[src/rtl/mem_arbiter.sv]
// Round-robin arbiter/sequencer for a single-port synchronous memory.
// Zeroes every address after reset, then serves one access per cycle from two requesters.
module mem_arbiter #(
    parameter int DW       = 8,
    parameter int AW       = 10,
    parameter bit CLR_INIT = 1'b1
) (
    input  logic          clk,
    input  logic          reset,
    input  logic          req0,
    input  logic          req1,
    input  logic          we0,
    input  logic          we1,
    input  logic [AW-1:0] addr0,
    input  logic [AW-1:0] addr1,
    input  logic [DW-1:0] wdata0,
    input  logic [DW-1:0] wdata1,
    output logic          gnt0,
    output logic          gnt1,
    output logic          rvalid0,
    output logic          rvalid1,
    output logic [DW-1:0] rdata,
    output logic          busy,
    output logic          mem_wr,
    output logic [AW-1:0] mem_addr,
    output logic [DW-1:0] mem_d_i,
    input  logic [DW-1:0] mem_d_o,
    output logic          o_dbg_state
);

    // Handshake: a requester holds req (with we/addr/wdata stable) until it sees
    // gnt high; the access happens at the rising edge that ends that cycle.
    typedef enum logic {
        ST_CLEAR = 1'b0,
        ST_RUN   = 1'b1
    } state_t;

    localparam logic [AW-1:0] LAST_ADDR = '1;

    state_t        r_state;
    state_t        w_next_state;
    logic [AW-1:0] r_clr_cnt;
    logic          r_ptr;
    logic          r_rvalid0;
    logic          r_rvalid1;
    logic [AW-1:0] r_hold_addr;
    logic [DW-1:0] r_hold_d;

    logic          w_gnt0;
    logic          w_gnt1;
    logic          w_mem_wr;
    logic [AW-1:0] w_mem_addr;
    logic [DW-1:0] w_mem_d;

    always_ff @(posedge clk or posedge reset) begin
        if (reset) begin
            r_state <= CLR_INIT ? ST_CLEAR : ST_RUN;
        end else begin
            r_state <= w_next_state;
        end
    end

    always_comb begin
        w_next_state = r_state;
        w_gnt0       = 1'b0;
        w_gnt1       = 1'b0;
        w_mem_wr     = 1'b0;
        w_mem_addr   = r_hold_addr;
        w_mem_d      = r_hold_d;
        case (r_state)
            ST_CLEAR: begin
                w_mem_wr   = 1'b1;
                w_mem_addr = r_clr_cnt;
                w_mem_d    = '0;
                if (r_clr_cnt == LAST_ADDR) begin
                    w_next_state = ST_RUN;
                end
            end
            ST_RUN: begin
                // On a tie, the requester that did not win last time goes first.
                if (req0 && (!req1 || r_ptr)) begin
                    w_gnt0 = 1'b1;
                end else if (req1) begin
                    w_gnt1 = 1'b1;
                end
                if (w_gnt0) begin
                    w_mem_wr   = we0;
                    w_mem_addr = addr0;
                    w_mem_d    = wdata0;
                end else if (w_gnt1) begin
                    w_mem_wr   = we1;
                    w_mem_addr = addr1;
                    w_mem_d    = wdata1;
                end
            end
            default: w_next_state = ST_CLEAR;
        endcase
    end

    always_ff @(posedge clk or posedge reset) begin
        if (reset) begin
            r_clr_cnt   <= '0;
            r_ptr       <= 1'b1;
            r_rvalid0   <= 1'b0;
            r_rvalid1   <= 1'b0;
            r_hold_addr <= '0;
            r_hold_d    <= '0;
        end else begin
            // Counter parks at the last address rather than wrapping.
            if (r_state == ST_CLEAR && r_clr_cnt != LAST_ADDR) begin
                r_clr_cnt <= r_clr_cnt + 1'b1;
            end
            if (w_gnt0) begin
                r_ptr <= 1'b0;
            end else if (w_gnt1) begin
                r_ptr <= 1'b1;
            end
            r_rvalid0   <= w_gnt0 & ~we0;
            r_rvalid1   <= w_gnt1 & ~we1;
            r_hold_addr <= w_mem_addr;
            r_hold_d    <= w_mem_d;
        end
    end

    assign gnt0        = w_gnt0;
    assign gnt1        = w_gnt1;
    assign rvalid0     = r_rvalid0;
    assign rvalid1     = r_rvalid1;
    assign rdata       = mem_d_o;
    assign busy        = (r_state == ST_CLEAR);
    assign mem_wr      = w_mem_wr;
    assign mem_addr    = w_mem_addr;
    assign mem_d_i     = w_mem_d;
    assign o_dbg_state = r_state;

endmodule
[config.mk]
export PLATFORM = sky130hd
export DESIGN_NAME = mem_arbiter
export DESIGN_NICKNAME = d
export VERILOG_FILES = /design/src/rtl/mem_arbiter.sv
export SDC_FILE = /design/constraint.sdc
export NUM_CORES = 1
export LEC_CHECK = 0
export ABC_AREA = 0
export CAP_MARGIN = 5
export CORE_ASPECT_RATIO = 1.5
export CORE_UTILIZATION = 42
export CTS_CLUSTER_DIAMETER = 100
export DETAILED_ROUTE_END_ITERATION = 8
export PLACE_DENSITY = 0.81
export SETUP_SLACK_MARGIN = 0.05
export SYNTH_ARGS = -nofsm -noshare
export SYNTH_HDL_FRONTEND = slang
export SYNTH_SLANG_ARGS = --single-unit
export TNS_END_PERCENT = 5
[constraint.sdc]
create_clock -name clk -period 1.9 [get_ports clk]
set_input_delay 0.57 -clock clk [delete_from_list [all_inputs] [get_ports clk]]
set_output_delay 0.57 -clock clk [all_outputs]
set_load 0.02 [all_outputs]
Word-level counts from Yosys, hierarchy flattened
Index checks and enable logic that the tools add are counted.

word-level totals
  register bits after elaboration = 32
  input bits = 50
  output and inout bits = 33
  logic and storage cells = 40

operators by class
  add/subtract/negate cells = 1
  eq/ne operators = 2
  muxes and demuxes = 20
  bitwise logic cells = 5
  reduce and logical (&&, ||, !) cells = 5

operators with widths
  operator                                                          number
  10-bit 2-to-1 mux                                                 2
  10-bit one-hot mux with 2 select lines                            1
  8-bit 2-to-1 mux                                                  2
  8-bit one-hot mux with 2 select lines                             1
  1-bit 2-to-1 mux                                                  13
  10-bit by 1-bit adder with 10-bit output (second input constant)  1
  10-bit == test (second input constant)                            1
  10-bit inequality test (second input constant)                    1
  1-bit inverter                                                    3
  1-bit bitwise AND                                                 2
  1-bit logical AND                                                 2
  1-bit one-hot mux with 2 select lines                             1
  2-bit nonzero test                                                1
  1-bit logical NOT                                                 1
  1-bit logical OR                                                  1

Longest topological paths before layout
  depth in word-level cells = 8
  mapped depth = 5
  depth with buffers taken out = 4

Least setup slack after synthesis
Ideal clock, no wire load.

  path type = in2out
  start point = input req1
  end point = output mem_d_i[0]
  arrival time = 1.674 ns
  data required time = 1.330 ns
  setup slack = -0.344 ns
  cell stages on the path = 4
  buffers on the path = 1
  path through = nand2b_1 clkbuf_1 a221oi_1 a211oi_1

between the ends
  word-level cells in the longest chain between the ends = 8
  elaborated cells between the ends (all ways) = 11
  those cells by class = 8 x mux; 3 x reduce/logical

RTL lines
  item                                       RTL line  text
  start: declaration                         11        input logic req1,
  1-bit logical NOT                          81        if (req0 && (!req1 || r_ptr)) begin
  1-bit logical OR                           81
  1-bit logical AND                          81
  1-bit 2-to-1 mux                           81
  1-bit 2-to-1 mux                           70        case (r_state)
  8-bit 2-to-1 mux                           90        end else if (w_gnt1) begin
  8-bit 2-to-1 mux (*)                       86        if (w_gnt0) begin
  8-bit one-hot mux with 2 select lines (*)  70
  end: declaration                           26        output logic [DW-1:0] mem_d_i,

Every way passes the cells marked *; elsewhere a longest branch is shown, timed or not. The select of a mux whose other input is x is not followed.

Worst setup path after layout
  start point = register r_ptr
  end point = output mem_wr

between the ends
  word-level cells in the longest chain between the ends = 7
  elaborated cells between the ends (all ways) = 9
  those cells by class = 7 x mux; 2 x reduce/logical

RTL lines
  item                                       RTL line  text
  start: declaration                         43        logic r_ptr;
  start signal: assignment                   103       r_ptr <= 1'b1;
  start signal: assignment                   114       r_ptr <= 1'b0;
  start signal: assignment                   116       r_ptr <= 1'b1;
  1-bit logical OR (*)                       81
  1-bit logical AND (*)                      81
  1-bit 2-to-1 mux                           81
  1-bit 2-to-1 mux                           70
  1-bit 2-to-1 mux                           90
  1-bit 2-to-1 mux (*)                       86
  1-bit one-hot mux with 2 select lines (*)  70
  end: declaration                           24        output logic mem_wr,

Marked as above.

==> results.toml <==
[cells_and_area]
multi_input_area_mm2 = 0.00139
nNetsFinal = 340
regArea_um2 = 802
antennaDiodeCount = 0
area_growth_syn_to_layout_pct = 92.1
instances_no_fill = 336
n_fill_cell = 207
drive_gt1_share_pct = 43.4

[timing]
slew_viol_final = 0
final-hold-violation-count = 0
finalCritPeriodShare_pct = 119
setup_viol = 21
fin_ws_ns = -0.354
fmax_mhz = 444
relSlewSlack_pct = 75.8
grt_setup_unrepaired = "yes"
holdWs_ns = 0.557
period_minus_slack_ns = 2.25
setup_tns_ns = -6.49
finalClockSkew_ns = 0.0156
tightest_slew_ns = 0.361

[clock_network]
cts_max_level = 2
clockBufferDepth = 2
clk_latency_ns = 0.30
numCtsBuffers = 5
clk_pin_slew_ns = 0.07
ctsRootBufferMaster = "clkbuf_8"
cts_num_sinks = 32
cts_tree = "yes"

[synth]
synthMostInstantiatedCell = "dfrtp_1"
ys_warn_count = 0
synth_area_leaders = "dfrtp_1 42%, a221oi_1 8.6%, nor2b_1 6.5%, and3b_1 4.8%, o31ai_1 4.1%"
synth-compound-area-share_pct = 20.9
syn_area_mm2 = 0.00184
synth_seq_area_share_pct = 43.6
yosys.area_share.simple_pct = 22.7
synth_top_family_by_area = "simple AND/OR/NAND/NOR gates"
ys.flop_type = "dfrtp_1"
synth-seq-cells = 32
avgSynthCellArea_um2 = 9.62
yosysTopAreaCell = "dfrtp_1"
syn-num-nets = 242
synthMuxAreaShare_pct = 2.65
synth_top_area_share_pct = 42.2
ys_async_sr_fraction_pct = 100
synth-xor-area-share_pct = 0.477
synth_edf_count = 0
synth_fa_ha_area_share_pct = 0.681
synth.distinct_cells = 38
ys_top_cells_by_count = "31 x dfrtp_1, 19 x nor2b_1, 18 x a221oi_1"
syn_inst = 191

[run_status]
violations = "setup timing"
status = "complete, but fails checks"

[worst_hold_path]
hp-class = "reg -> reg"

[global_routing]
antenna_found_initial = 0
grt_max_degree = 33
track_usage_pct = 31.4
gr-total-overflow = 0
grt_pass1_vias = 2188
grt_pass1_wl_mm = 11.1

[place]
dp.cells = 317
port_buffers = 66
gp_congestion = 0.805
hpwl_mm = 3.93

[setup_path]
end_kind = "primary output"
cp_cell_sequence = "nand2b_4, and2_4, buf_12, o211ai_1, buf_2"
crit_type = "reg -> out"
critical-path-max-stage-delay_ns = 0.57
cp_max_fo = 7
critPathArrivalTime_ns = 1.68
slowest_stage = "dfstp_2"
critPathLaunchType = "register"
cp_data_required_time_ns = 1.33

[detailed_routing]
num_vias = 1980
drtIter0Drc = 76
finalWirelength_mm = 6.95
avgRoutedWirePerCell_um = 20.7
drc = 0
first_pass_iters = 4
antenna_left = 0
viasPerCell = 5.89

[floorplan]
chipWidth_um = 56.0
io_pins = 83
dieHeight_um = 83.0
initial_core_util_pct = 43.7
rows = 29
core_area_mm2 = 0.00421
fp.dieArea_mm2 = 0.00465

[power]
pwr_density_cell_mw_per_mm2 = 488
ir_worst_vdd_mv = 0.625
p_leak_nw = 1.57

[job]
maxCapViolCount = 0
[power by group]
part           leakage, nW  switching [mW]  internal [mW]
combinational         1.10           0.165          0.192
clock               0.0541           0.295          0.389
sequential           0.419               0          0.681
total                 1.57           0.460           1.26
[per-stage QoR]
stage	instance area [µm²]	util [%]	power [mW]	setup slack [ns]
after floorplan	2270	-	0.864	-0.00610
after CTS	3510	83.3	1.70	-0.332
after global placement	3130	74.4	0.966	-1.02
after detailed placement	3130	74.4	0.972	-1.04
after global routing	3530	83.9	1.77	-0.389
final	3530	83.9	1.72	-0.354
[path summary, 6_finish.rpt]
| check | start | cells past startpoint | to | slack, ns |
|---|---|---|---|---|
| worst max-delay path | r_ptr$_DFFE_PP1P_ | 5 | mem_wr | -0.35 |
| worst min-delay path | r_clr_cnt[3]$_DFFE_PP0P_ | 2 | r_hold_addr[3]$_DFF_PP0_ | 0.56 |
| worst max register to register | r_clr_cnt[0]$_DFFE_PP0P_ | 5 | r_clr_cnt[1]$_DFFE_PP0P_ | 0.27 |
| worst min register to register | r_clr_cnt[3]$_DFFE_PP0P_ | 2 | r_hold_addr[3]$_DFF_PP0_ | 0.56 |
| max in group asynchronous | reset | 3 | r_ptr$_DFFE_PP1P_ | 0.99 |
| min in group asynchronous | reset | 3 | r_clr_cnt[9]$_DFFE_PP0P_ | 0.65 |
[cell families (layout without fill, tap and decap cells)]
family | Yosys count | in the layout
XOR/XNOR | 1 | 1
multiplexers | 4 | 4
AND/OR/NAND/NOR | 68 | 70
AO/OA/AOI/OAI | 50 | 50
buffers and inverters | 35 | 132
flip-flops | 32 | 32
adder cells (fa/ha/maj) | 1 | 1
[state kept, by name (all words and copies together), names as in the netlist]
signal	flops
o_dbg_state	1
r_clr_cnt	10
r_hold_addr	10
r_hold_d	8
r_ptr	1
rvalid0	1
rvalid1	1
[placed cells by master, fill, tap and decap left out, types with 5 or more instances in the layout]
master,netlist,final
a211oi_4,0,8
a21oi_1,5,5
a221oi_2,0,7
a221oi_4,0,11
and3b_1,10,9
buf_12,0,7
buf_4,8,39
buf_6,0,19
clkbuf_8,0,5
clkdlybuf4s50_1,0,39
dfrtp_1,31,31
inv_1,12,11
nand2_1,15,15
nor2_1,5,5
nor2b_1,19,17
o31ai_4,0,10
[critical path, delay by kind of cell, from the launching register on]
| kind | cells | cell delay (ns) |
|---|---|---|
| flip-flops | 1 | 0.57 |
| AND/OR/NAND/NOR | 2 | 0.43 |
| buffers and inverters | 2 | 0.30 |
| AO/OA/AOI/OAI | 1 | 0.08 |
[cell type report]
type,instances,area share [%]
Clock buffer,5,1.95
Sequential cell,32,22.7
Inverter,12,1.28
Clock inverter,3,1.20
Multi-Input combinational cell,126,39.3
Tap cell,46,1.63
Timing Repair Buffer,112,31.9
[repair_timing]
| action | 4_1_cts | 5_1_grt |
|---|---|---|
| gates resized for setup | 144 | 4 |
| hold endpoints to repair | 0 | 0 |
| pin swaps | 16 | 5 |
| buffers inserted | 7 | 1 |
| hold buffers | 0 | 0 |
| setup endpoints to repair | 23 | 24 |
| cloned | 3 | 0 |
[routing by layer]
| layer | up-vias | part of all wire [%] | global-route usage, % | wire length [µm] |
|---|---|---|---|---|
| li1 | 886 | - | - | - |
| met5 | - | 0 | 0 | 0 |
| met3 | 16 | 4.2 | 6.07 | 291 |
| met2 | 76 | 57 | 59.4 | 3960 |
| met4 | 0 | 3.1 | 13.3 | 216 |
| met1 | 1002 | 36 | 32.7 | 2480 |
(Power assumes the default switching activity.)
